$ cat src/rtl/mux_8x1_rr.sv
// 8-input round-robin merge mux with a single registered output stage and source tag.
// Optional packet lock (in_last/out_last ports) is enabled by defining MUX_PKT_LOCK_EN.
module mux_8x1_rr #(
  parameter int DATA_W = 8
) (
  input  logic                clk,
  input  logic                rst,
  input  logic [7:0]          in_valid,
  input  logic [8*DATA_W-1:0] in_data,
  output logic [7:0]          in_ready,
  output logic                out_valid,
  output logic [DATA_W-1:0]   out_data,
  output logic [2:0]          out_sel,
  input  logic                out_ready
`ifdef MUX_PKT_LOCK_EN
  ,
  input  logic [7:0]          in_last,
  output logic                out_last
`endif
);

  // Handshake: a word moves on a rising edge where valid and ready are both 1.
  // Upstream ready is one-hot toward the granted channel and only when the
  // output register can load (empty, or its word leaves this same cycle).

  logic [2:0]        ptr;
  logic              load;
  logic              take;
  logic              any_valid;
  logic              rr_found;
  logic [2:0]        rr_grant;
  logic [2:0]        grant;
  logic [DATA_W-1:0] grant_data;

  // Rotating-priority search starting at ptr.
  always_comb begin : rr_search
    logic [2:0] idx;
    idx      = ptr;
    rr_found = 1'b0;
    rr_grant = ptr;
    for (int k = 0; k < 8; k++) begin
      idx = ptr + 3'(k);
      if (!rr_found && in_valid[idx]) begin
        rr_found = 1'b1;
        rr_grant = idx;
      end
    end
  end

`ifdef MUX_PKT_LOCK_EN
  typedef enum logic {
    ARB    = 1'b0,
    LOCKED = 1'b1
  } lock_state_t;

  lock_state_t lock_q;
  lock_state_t lock_d;
  logic [2:0]  lock_ch;

  always_comb begin
    if (lock_q == LOCKED) begin
      grant     = lock_ch;
      any_valid = in_valid[lock_ch];
    end else begin
      grant     = rr_grant;
      any_valid = rr_found;
    end
  end

  // Lock holds from a non-last beat until the last beat of that packet moves.
  always_comb begin
    lock_d = lock_q;
    if (take) begin
      lock_d = in_last[grant] ? ARB : LOCKED;
    end
  end

  always_ff @(posedge clk) begin
    if (rst) begin
      lock_q  <= ARB;
      lock_ch <= 3'd0;
    end else begin
      lock_q <= lock_d;
      if (take) begin
        lock_ch <= grant;
      end
    end
  end
`else
  always_comb begin
    grant     = rr_grant;
    any_valid = rr_found;
  end
`endif

  assign load       = ~out_valid | out_ready;
  assign take       = ~rst & load & any_valid;
  assign in_ready   = take ? (8'b0000_0001 << grant) : 8'b0000_0000;
  assign grant_data = in_data[32'(grant)*DATA_W +: DATA_W];

  always_ff @(posedge clk) begin
    if (rst) begin
      out_valid <= 1'b0;
      out_data  <= '0;
      out_sel   <= 3'd0;
      ptr       <= 3'd0;
`ifdef MUX_PKT_LOCK_EN
      out_last  <= 1'b0;
`endif
    end else if (load) begin
      if (any_valid) begin
        out_valid <= 1'b1;
        out_data  <= grant_data;
        out_sel   <= grant;
`ifdef MUX_PKT_LOCK_EN
        out_last  <= in_last[grant];
        // Pointer moves past a channel only once its whole packet is through.
        if (in_last[grant]) begin
          ptr <= grant + 3'd1;
        end
`else
        ptr       <= grant + 3'd1;
`endif
      end else begin
        out_valid <= 1'b0;
      end
    end
  end

endmodule

$ cat config.mk
export PLATFORM = sky130hd
export DESIGN_NAME = mux_8x1_rr
export DESIGN_NICKNAME = d
export VERILOG_FILES = /design/src/rtl/mux_8x1_rr.sv
export SDC_FILE = /design/constraint.sdc
export NUM_CORES = 1
export LEC_CHECK = 0
export BUFFER_PORTS_ARGS = -buffer_cell sky130_fd_sc_hd__buf_2
export CAP_MARGIN = 20
export CORE_UTILIZATION = 40
export CTS_CLUSTER_SIZE = 40
export DETAILED_ROUTE_END_ITERATION = 6
export PLACE_DENSITY = 0.7
export REMOVE_ABC_BUFFERS = 1
export SKIP_LAST_GASP = 1
export SYNTH_ARGS = -nofsm -noshare
export SYNTH_HDL_FRONTEND = slang
export SYNTH_SLANG_ARGS = --single-unit
$ cat constraint.sdc
create_clock -name clk -period 4.69 [get_ports clk]
set_clock_uncertainty 0.15 [all_clocks]
set_input_delay 0.469 -clock clk [delete_from_list [all_inputs] [get_ports clk]]
set_output_delay 0.469 -clock clk [all_outputs]
set_load 0.01 [all_outputs]
==> flow_summary.ini <==
[grt]
grt_pass1_wl_mm = 10.47
overflow = 0
grt_pass1_vias = 2129
antenna_found_initial = 0
grt_util_all_layers_pct = 21.40
grt_max_degree = 26

[sta]
max_freq_mhz = 228.5
setup-violations-final = 0
hold_viol_final = 0
fin_crit_sh_pct = 93.30
finalCriticalPeriod_ps = 4376
rsz0062_at_grt = no
maxSlewViolCount = 0
worst_pin_slew_ps = 863.7
relSlewSlack_pct = 42.30

[detailed_routing]
drc_errors = 0
antenna_left = 0
firstDrtPassIters = 4
via_per_inst = 5.711
vias = 2290
drt_iter0_drc = 98
wl_per_cell_um = 16.42
wirelength_mm = 6.585

[power_and_ir_drop]
vdd_drop_max_uv = 396.5
p_total_mw = 2.333
p_leak_nw = 1.265
p_per_area_nw_per_um2 = 815.1

[synthesis]
ys_seq_area_share_pct = 13.01
synth_area_um2 = 2308
synth_edf_count = 0
synth-async-reset-ratio_pct = 0
syn_area_per_cell_um2 = 9.619
synth_cells = 240
synth-main-ff-cell = dfxtp_1
synthDistinctLibCells = 61
yosys_warnings = 0
synth_seq_cells = 15

[critical_path]
crit_path_end_kind = primary output
crit_slowest_cell = ha_2
cpPeakStageDelay_ps = 550
path_class = reg2out
critPathLaunchType = register
cp_data_arrival_time_ps = 3760
worstPathMaxFanout = 13
crit_chain = inv_2, ha_2, mux2_2, mux4_2, nand2b_2, a21oi_2, a211oi_2, xnor2_2, o21bai_1, inv_1, ha_1, and3_1, buf_2
crit_required_ps = 4070

[die]
die_h_um = 77.97
die_area_um2 = 6079
start_util_pct = 41.67
coreArea_um2 = 5540
die_w_um = 77.97
row_count = 27
ioPinCount = 95

[placement]
hpwl_mm = 5.188
place_congestion = 0.9000
port_buffers = 94

[final_layout]
most-common-layout-cells = 94 x buf_2, 30 x nand2_1, 26 x nor2_1, 21 x mux4_2, 15 x dfxtp_1
fin_nets = 408
fillers = 538
utilization_pct = 51.67
drive_above_1_share_pct = 46.81
num_antenna_cells = 0
layout_commonest_cell = buf_2
area_growth_pct = 24.01

[clock_tree]
clock-sinks = 15
cts_buffer_depth = 2
cts_tree = done
path_clk_slew_ps = 60
root_buffer = clkbuf_8
postCtsSetupBuffers = 0
holdBufCountCts = 0
clk_latency_ps = 250
numCtsBuffers = 3
htree_levels = 1
post_cts_resized = 0

[flow_run]
cap_violations = 0

[status]
status = completed

[min_path]
hp-class = reg2reg
## area by class of cell
type,count,area (um^2),share of cell area (%)
Sequential cell,15,300.3,10.49
Clock buffer,4,45.04,1.573
Inverter,6,22.52,0.7867
Timing Repair Buffer,103,538.0,18.79
Multi-Input combinational cell,201,1867,65.21
Tap cell,72,90.09,3.147
## critical path: cells and delay by family, from the launching register on
family / cells / cell delay [ps]
fa+ha+maj: 2 / 730
mux: 2 / 910
buf+inv: 3 / 300
xor+xnor: 1 / 370
flops: 1 / 340
compound gates: 3 / 480
simple gates: 2 / 380
## flip-flops by register name, summed over array words and instances, names as in the netlist
name	cells
ptr	3
out_sel	3
out_valid	1
out_data	8
## per-stage QoR
step | instance area, um^2 | hold slack [ps] | cells | setup slack (ps) | setup TNS [ps]
floorplan | 2187 | 324.5 | 222 | -452.3 | -4492
global placement | 2815 | 300.5 | 397 | 473.8 | 0
detailed placement | 2815 | 308.0 | 397 | 294.5 | 0
CTS | 2860 | 316.6 | 401 | 142.6 | 0
global route | 2863 | 334.2 | 401 | 38.88 | 0
finish | 2863 | 317.1 | 401 | 314.4 | 0
## per-layer routing
| layer | part of all wire, % | track usage, % | vias up | routed length (um) |
|---|---|---|---|---|
| met1 | 45 | 29.50 | 1093 | 2943 |
| met5 | 0 | 0 | - | 0 |
| met2 | 49 | 35.84 | 83 | 3257 |
| li1 | - | - | 1105 | - |
| met3 | 4.6 | 1.882 | 9 | 300 |
| met4 | 1.2 | 5.741 | 0 | 82 |
## cells by family after synthesis
group	after synthesis	share of synthesized area (%)
buf+inv	24	6.233
compound gates	55	20.05
simple gates	94	20.76
fa+ha+maj	3	1.626
flops	15	13.01
xor+xnor	5	2.223
mux	44	36.10
## power by group
group	leakage (nW)	internal [mW]	total (mW)	switching, mW
logic	1.12	0.974	2.02	1.05
clock network	0.0228	0.0602	0.106	0.0457
registers	0.125	0.177	0.208	0.0313
## cells in the mapped netlist (3+ instances only)
cell type	n	area [um^2]
nor2_1	26	97.59
mux2i_1	6	60.06
mux4_2	21	473.0
nor3b_1	4	30.03
dfxtp_1	15	300.3
mux4_1	6	157.7
mux2_4	5	75.07
inv_1	5	18.77
nor3_1	3	15.01
nand2_1	30	112.6
clkbuf_1	4	15.01
buf_6	3	33.78
a21o_1	3	22.52
buf_2	9	45.04
o22a_1	3	26.28
a21oi_1	8	40.04
a311oi_1	8	70.07
o21ai_0	4	20.02
or3_1	7	43.79
mux2_2	4	45.04
nand2b_1	13	81.33
a211oi_1	3	22.52
ha_1	3	37.54
## path summary, 6_finish.rpt
path / start / endpoint / slack (ps) / cells after the start
setup reg to reg: ptr[0]$_SDFFE_PP0P_ / out_data[0]$_SDFFE_PP0P_ / 460 / 12
hold / removal: out_sel[0]$_SDFFE_PP0P_ / out_sel[0]$_SDFFE_PP0P_ / 320 / 2
setup / recovery: ptr[0]$_SDFFE_PP0P_ / in_ready[7] / 310 / 13
hold reg to reg: out_sel[0]$_SDFFE_PP0P_ / out_sel[0]$_SDFFE_PP0P_ / 320 / 2
Note: power is estimated with default switching activity, not from simulation.
